==> config.mk <==
export PLATFORM = sky130hd
export DESIGN_NAME = operand_fifo_flat
export DESIGN_NICKNAME = d
export VERILOG_FILES = /design/src/rtl/operand_fifo_if.sv /design/src/rtl/operand_fifo.sv /design/src/flat_wrapper.sv
export SDC_FILE = /design/constraint.sdc
export NUM_CORES = 1
export LEC_CHECK = 0
export ABC_AREA = 1
export CAP_MARGIN = 20
export CORE_MARGIN = 2
export CORE_UTILIZATION = 33
export DETAILED_ROUTE_END_ITERATION = 8
export MAX_ROUTING_LAYER = met4
export PLACE_DENSITY = 0.57
export SYNTH_ARGS = -nofsm -noshare
export SYNTH_HDL_FRONTEND = slang
export SYNTH_SLANG_ARGS = --single-unit
==> constraint.sdc <==
create_clock -name clk -period 1.7 [get_ports clk]
set_clock_uncertainty 0.1 [all_clocks]
set_input_delay 0.34 -clock clk [delete_from_list [all_inputs] [get_ports clk]]
set_output_delay 0.34 -clock clk [all_outputs]
set_load 0.01 [all_outputs]
==> src/rtl/operand_fifo_if.sv <==
// Operand handshake bundle: upstream push side and downstream pop side.
interface operand_fifo_if;
    logic       in_valid;
    logic       in_ready;
    logic [3:0] in_a;
    logic [3:0] in_b;
    logic [2:0] in_op;
    logic       out_ready;
    logic       out_e;
    logic [3:0] out_a;
    logic [3:0] out_b;
    logic [2:0] out_op;

    modport slave (
        input  in_valid, in_a, in_b, in_op, out_ready,
        output in_ready, out_e, out_a, out_b, out_op
    );

    modport master (
        output in_valid, in_a, in_b, in_op, out_ready,
        input  in_ready, out_e, out_a, out_b, out_op
    );
endinterface

==> src/rtl/operand_fifo.sv <==
// Operand/opcode FIFO feeding the ALU operand-gating stage.
// Head outputs are forced to zero whenever the FIFO is empty.
module operand_fifo #(
    parameter int DEPTH = 4
) (
    input  logic                     clk,
    input  logic                     rst_n,
    operand_fifo_if.slave            bus,
    output logic [$clog2(DEPTH):0]   count,
    input  logic                     clr_err,
    output logic                     drop_err
);
    localparam int AW = $clog2(DEPTH);
    localparam int CW = AW + 1;

    logic [10:0]   r_mem [DEPTH];
    logic [AW-1:0] r_wr_ptr;
    logic [AW-1:0] r_rd_ptr;
    logic [CW-1:0] r_count;
    logic          r_drop_err;

    logic          w_full;
    logic          w_empty;
    logic          w_push;
    logic          w_pop;
    logic [10:0]   w_head;

    assign w_full  = (r_count == CW'(DEPTH));
    assign w_empty = (r_count == '0);
    assign w_push  = bus.in_valid & bus.in_ready;
    assign w_pop   = bus.out_e & bus.out_ready;
    assign w_head  = r_mem[r_rd_ptr];

    // rst_n gates in_ready so it drops the instant reset asserts
    assign bus.in_ready = rst_n & ~w_full;
    assign bus.out_e    = ~w_empty;
    assign bus.out_a    = bus.out_e ? w_head[10:7] : 4'd0;
    assign bus.out_b    = bus.out_e ? w_head[6:3]  : 4'd0;
    assign bus.out_op   = bus.out_e ? w_head[2:0]  : 3'd0;

    assign count    = r_count;
    assign drop_err = r_drop_err;

    always_ff @(posedge clk) begin
        if (w_push) begin
            r_mem[r_wr_ptr] <= {bus.in_a, bus.in_b, bus.in_op};
        end
    end

    always_ff @(posedge clk or negedge rst_n) begin
        if (!rst_n) begin
            r_wr_ptr <= '0;
            r_rd_ptr <= '0;
            r_count  <= '0;
        end else begin
            if (w_push) begin
                r_wr_ptr <= r_wr_ptr + AW'(1);
            end
            if (w_pop) begin
                r_rd_ptr <= r_rd_ptr + AW'(1);
            end
            unique case ({w_push, w_pop})
                2'b10:   r_count <= r_count + CW'(1);
                2'b01:   r_count <= r_count - CW'(1);
                default: r_count <= r_count;
            endcase
        end
    end

    // A refused offer in the same cycle as clr_err keeps the flag set
    always_ff @(posedge clk or negedge rst_n) begin
        if (!rst_n) begin
            r_drop_err <= 1'b0;
        end else if (bus.in_valid & ~bus.in_ready) begin
            r_drop_err <= 1'b1;
        end else if (clr_err) begin
            r_drop_err <= 1'b0;
        end
    end
endmodule
==> src/flat_wrapper.sv <==
// flat-port wrapper written by rule: the top's interface ports become plain ports
module operand_fifo_flat 
#(
    parameter int DEPTH = 4
)
  (clk, rst_n, count, clr_err, drop_err, bus_in_valid, bus_in_a, bus_in_b, bus_in_op, bus_out_ready, bus_in_ready, bus_out_e, bus_out_a, bus_out_b, bus_out_op);
  operand_fifo_if bus_i ();
  input  logic clk;
  input  logic rst_n;
  output logic [$clog2(DEPTH):0] count;
  input  logic clr_err;
  output logic drop_err;
  input wire logic [$bits(bus_i.in_valid)-1:0] bus_in_valid;
  input wire logic [$bits(bus_i.in_a)-1:0] bus_in_a;
  input wire logic [$bits(bus_i.in_b)-1:0] bus_in_b;
  input wire logic [$bits(bus_i.in_op)-1:0] bus_in_op;
  input wire logic [$bits(bus_i.out_ready)-1:0] bus_out_ready;
  output wire logic [$bits(bus_i.in_ready)-1:0] bus_in_ready;
  output wire logic [$bits(bus_i.out_e)-1:0] bus_out_e;
  output wire logic [$bits(bus_i.out_a)-1:0] bus_out_a;
  output wire logic [$bits(bus_i.out_b)-1:0] bus_out_b;
  output wire logic [$bits(bus_i.out_op)-1:0] bus_out_op;
  assign bus_i.in_valid = bus_in_valid;
  assign bus_i.in_a = bus_in_a;
  assign bus_i.in_b = bus_in_b;
  assign bus_i.in_op = bus_in_op;
  assign bus_i.out_ready = bus_out_ready;
  assign bus_in_ready = bus_i.in_ready;
  assign bus_out_e = bus_i.out_e;
  assign bus_out_a = bus_i.out_a;
  assign bus_out_b = bus_i.out_b;
  assign bus_out_op = bus_i.out_op;
  operand_fifo #(.DEPTH(DEPTH)) u_core (.clk(clk), .rst_n(rst_n), .bus(bus_i), .count(count), .clr_err(clr_err), .drop_err(drop_err));
endmodule
==> flow_summary.html <==
<table>
<tr><th>Metric</th><th>Value</th></tr>
<tr><th colspan="2">STA</th></tr>
<tr><td>Slack of the critical path</td><td>-0.161 ns</td></tr>
<tr><td>Final max-slew violation count</td><td>0</td></tr>
<tr><td>Maximum frequency from static timing analysis</td><td>537 MHz</td></tr>
<tr><td>Crit share post-route</td><td>109%</td></tr>
<tr><td>Final min period</td><td>1.86 ns</td></tr>
<tr><td>Measured slew at the worst slew-check pin</td><td>0.228 ns</td></tr>
<tr><td>Post-Route Hold Slack</td><td>0.365 ns</td></tr>
<tr><td>Hold violation count in the final report</td><td>0</td></tr>
<tr><td>Count of final setup violators</td><td>13</td></tr>
<tr><td>Setup repair after global routing missed its margin</td><td>yes</td></tr>
<tr><td>Setup total negative slack</td><td>-1.55 ns</td></tr>
<tr><td>Max-Slew Margin vs Limit</td><td>84.7%</td></tr>
<tr><th colspan="2">Layout</th></tr>
<tr><td>Final layout net count</td><td>329</td></tr>
<tr><td>Area added between synthesis and finish</td><td>35.2%</td></tr>
<tr><td>Antenna diode instance count</td><td>0</td></tr>
<tr><td>Layout cells sized above 1</td><td>43.2%</td></tr>
<tr><td>Number of fillers in the final layout</td><td>715</td></tr>
<tr><th colspan="2">Detailed routing</th></tr>
<tr><td>DRT Wirelength</td><td>4890 um</td></tr>
<tr><td>DR iter-0 viols</td><td>47</td></tr>
<tr><td>Routed length per placed instance</td><td>12.0 um</td></tr>
<tr><td>Via Count</td><td>1,698</td></tr>
<tr><td>Vias per std cell</td><td>4.17</td></tr>
<tr><td>Number of iterations in the first detailed-routing pass</td><td>3</td></tr>
<tr><td>Number of routed nets with antenna violations</td><td>0</td></tr>
<tr><td>DR DRC count</td><td>0</td></tr>
<tr><th colspan="2">Outcome</th></tr>
<tr><td>Run status</td><td>complete, but fails checks</td></tr>
<tr><td>Violated checks</td><td>negative setup slack</td></tr>
<tr><th colspan="2">Critical path</th></tr>
<tr><td>Number of cells on the worst reg-to-reg path</td><td>11</td></tr>
<tr><td>CP Cell Sequence</td><td>inv_8, nand2_1, nand3_2, a21oi_2, buf_2</td></tr>
<tr><td>Number of buffers and inverters on the critical path</td><td>2</td></tr>
<tr><td>Critical path capture point type</td><td>output pin</td></tr>
<tr><td>Top cell family by delay on the critical path</td><td>flip-flops</td></tr>
<tr><td>Worst EP required</td><td>1.26 ns</td></tr>
<tr><td>Master of the slowest instance on the critical path</td><td>sky130_fd_sc_hd__dfrtp_2</td></tr>
<tr><td>Delay of the slowest cell on the worst path</td><td>0.50 ns</td></tr>
<tr><td>Endpoint of the worst register-to-register path</td><td>u_core.count[2]</td></tr>
<tr><td>Launch instance of the worst register-to-register path</td><td>u_core.count[1]</td></tr>
<tr><td>Critical path type</td><td>reg2out</td></tr>
<tr><td>Maximum fanout encountered on the critical timing path</td><td>23</td></tr>
<tr><td>Reg2Reg Setup Slack</td><td>-0.09 ns</td></tr>
<tr><td>Crit path launch type</td><td>register</td></tr>
<tr><td>Crit path DAT</td><td>1.42 ns</td></tr>
<tr><th colspan="2">Die</th></tr>
<tr><td>CORE AREA</td><td>7290 um2</td></tr>
<tr><td>Starting density of the core</td><td>34.3%</td></tr>
<tr><td>Top Ports</td><td>33</td></tr>
<tr><td>Die area</td><td>8300 um2</td></tr>
<tr><td>Height of the chip</td><td>91.1 um</td></tr>
<tr><td>Std-Cell Rows</td><td>31</td></tr>
<tr><td>Overall die width</td><td>91.1 um</td></tr>
<tr><th colspan="2">Pwr</th></tr>
<tr><td>Worst supply voltage drop on vdd</td><td>0.000565 V</td></tr>
<tr><td>LEAKAGE</td><td>1.52 nW</td></tr>
<tr><td>Power consumption</td><td>5.17 mW</td></tr>
<tr><td>Total power density per cell area</td><td>1530 nW/um2</td></tr>
<tr><th colspan="2">Place</th></tr>
<tr><td>Pre-CTS setup slack</td><td>-0.341 ns</td></tr>
<tr><td>IO buf count</td><td>32</td></tr>
<tr><td>Detail Placement HPWL</td><td>3370 um</td></tr>
<tr><td>Routability congestion estimate from global placement</td><td>0.732</td></tr>
<tr><th colspan="2">Synth</th></tr>
<tr><td>Post-Synthesis Cell Area</td><td>2500 um2</td></tr>
<tr><td>Yosys reg bits</td><td>52</td></tr>
<tr><td>Fraction of post-synthesis cell area in the top cell type by area</td><td>52.8%</td></tr>
<tr><td>Synthesized instance count</td><td>237</td></tr>
<tr><td>XOR/XNOR Fraction of Synth Area</td><td>0.700%</td></tr>
<tr><td>Cells taking the most area after synthesis</td><td>sky130_fd_sc_hd__edfxtp_1 (53%), sky130_fd_sc_hd__inv_1 (8.7%), sky130_fd_sc_hd__dfrtp_1 (8.0%), sky130_fd_sc_hd__nand2_1 (7.4%), sky130_fd_sc_hd__nand3_2 (4.4%)</td></tr>
<tr><td>Average footprint of a synthesized cell</td><td>10.6 um2</td></tr>
<tr><td>Simple-gate share of the synthesized area</td><td>18.8%</td></tr>
<tr><td>Multiplexer fraction of the synthesized cell area</td><td>0%</td></tr>
<tr><td>Sequential share of the synthesized area</td><td>60.8%</td></tr>
<tr><td>Area share of fa/ha/maj cells after synthesis</td><td>3.30%</td></tr>
<tr><td>Count of unique library cells instantiated by Yosys</td><td>20</td></tr>
<tr><td>Area fraction in compound gates after synthesis</td><td>4.45%</td></tr>
<tr><td>Largest family of logic cells by synthesized area</td><td>simple AND/OR/NAND/NOR gates</td></tr>
<tr><td>Synth warn</td><td>0</td></tr>
<tr><td>Synth Net Count</td><td>259</td></tr>
<tr><td>Top cell type by total area after synthesis</td><td>sky130_fd_sc_hd__edfxtp_1</td></tr>
<tr><th colspan="2">Global route</th></tr>
<tr><td>Antenna violations before repair</td><td>0</td></tr>
<tr><td>Grt total ovfl</td><td>0</td></tr>
<tr><td>Vias in the first global route</td><td>1,654</td></tr>
<tr><td>Wire length of the first global-routing pass</td><td>7820 um</td></tr>
<tr><td>Total global-route track usage</td><td>12.6%</td></tr>
<tr><td>Maximum number of pins on one net before global-route repair</td><td>24</td></tr>
<tr><th colspan="2">CTS</th></tr>
<tr><td>Root buf cell</td><td>sky130_fd_sc_hd__clkbuf_8</td></tr>
<tr><td>Clock latency on the worst-skew pair</td><td>0.30 ns</td></tr>
<tr><td>Clock-pin transition on the worst setup and hold timing paths</td><td>0.09 ns</td></tr>
<tr><td>Number of clock sinks</td><td>52</td></tr>
<tr><td>Worst-case clock buffer depth</td><td>2</td></tr>
<tr><td>Number of CTS-inserted buffers</td><td>5</td></tr>
<tr><td>Deepest level of the CTS H-tree</td><td>2</td></tr>
<tr><td>Clock tree from TritonCTS</td><td>built</td></tr>
<tr><th colspan="2">Hold path</th></tr>
<tr><td>Kind of path behind the tightest hold check</td><td>in2async</td></tr>
<tr><th colspan="2">Job</th></tr>
<tr><td>Max-cap check violation count</td><td>0</td></tr>
</table>
==> area by class of cell <==
cell class                 instances  area, um2  share of cell area [%]
sequential                        52       1520                    45.0
multi-input combinational        115        821                    24.3
timing repair buffer              71        579                    17.1
inverter                          62        245                    7.25
tap                               99        124                    3.66
clock buffer                       5       68.8                    2.03
clock inverter                     3       21.3                   0.629
==> power by group <==
group	leakage (nW)	internal [mW]	switching [mW]
sequential	0.494	1.59	0.119
combinational	0.979	1.27	1.50
clock	0.0445	0.292	0.397
==> Yosys cell counts, drive strengths merged <==
| master | number |
|---|---|
| nand4 | 3 |
| ha | 5 |
| fa | 1 |
| nand3 | 27 |
| a21oi | 11 |
| xnor2 | 2 |
| nand2 | 59 |
| o21ai | 3 |
| edfxtp | 44 |
| dfrtp | 8 |
| buf | 8 |
| inv | 62 |
| nor2 | 4 |
==> metal layers <==
layer  vias to the layer above  track usage, %  wire [um]
li1                        878               -          -
met1                       790            13.2       1980
met2                        20            23.1       2680
met3                        10            2.90        129
met4                         0            4.80         89
met5                         -               -          0
==> cells in the final DEF (no fill, tap or decap), drive strengths merged, types with 5 or more instances in the layout <==
cell	synthesis	routed
nand3	27	27
a21oi	11	11
dfrtp	8	8
inv	62	63
buf	8	52
clkdlybuf4s50	0	16
edfxtp	44	44
nand2	59	59
clkbuf	0	6
ha	5	5
==> kinds of logic (layout without fill, tap and decap cells) <==
logic type	after synthesis	after routing
AO/OA/AOI/OAI	14	14
XOR/XNOR	2	2
adder cells (fa/ha/maj)	6	6
buffers and inverters	70	141
flip-flops	52	52
AND/OR/NAND/NOR	93	93
==> worst max path at each step <==
| stage | from | endpoint | depth (start not counted) |
|---|---|---|---|
| 2_1_floorplan | u_core.count[0] | u_core.count[2] | 10 |
| 3_3_place_gp | rst_n | bus_in_ready | 4 |
| 3_5_place_dp | rst_n | bus_in_ready | 4 |
| 4_1_cts | u_core.r_rd_ptr[0] | bus_out_a[3] | 5 |
| 5_1_grt | u_core.r_rd_ptr[0] | bus_out_a[3] | 5 |
| 6_report | u_core.r_rd_ptr[0] | bus_out_a[3] | 5 |
==> metrics by stage <==
stage / utilization, % / area [um2] / cells
final: 46.4 / 3380 / 407
after global routing: 46.4 / 3380 / 407
after CTS: 45.5 / 3310 / 403
after detailed placement: 43.2 / 3150 / 389
after global placement: 43.2 / 3150 / 389
after floorplan: - / 2550 / 237
==> flip-flops by register name (all words and copies together), names as in the netlist <==
signal / cells
u_core.r_mem: 44
u_core.count: 3
u_core.r_rd_ptr: 2
u_core.r_wr_ptr: 2
u_core.drop_err: 1
==> timing repair <==
action	in CTS	in global routing
cloned	1	0
pin swaps	16	9
buffers inserted	5	4
resized for setup	85	19
setup endpoints to repair	23	56
hold buffers	0	0
Note: power is estimated with default switching activity, not from simulation.
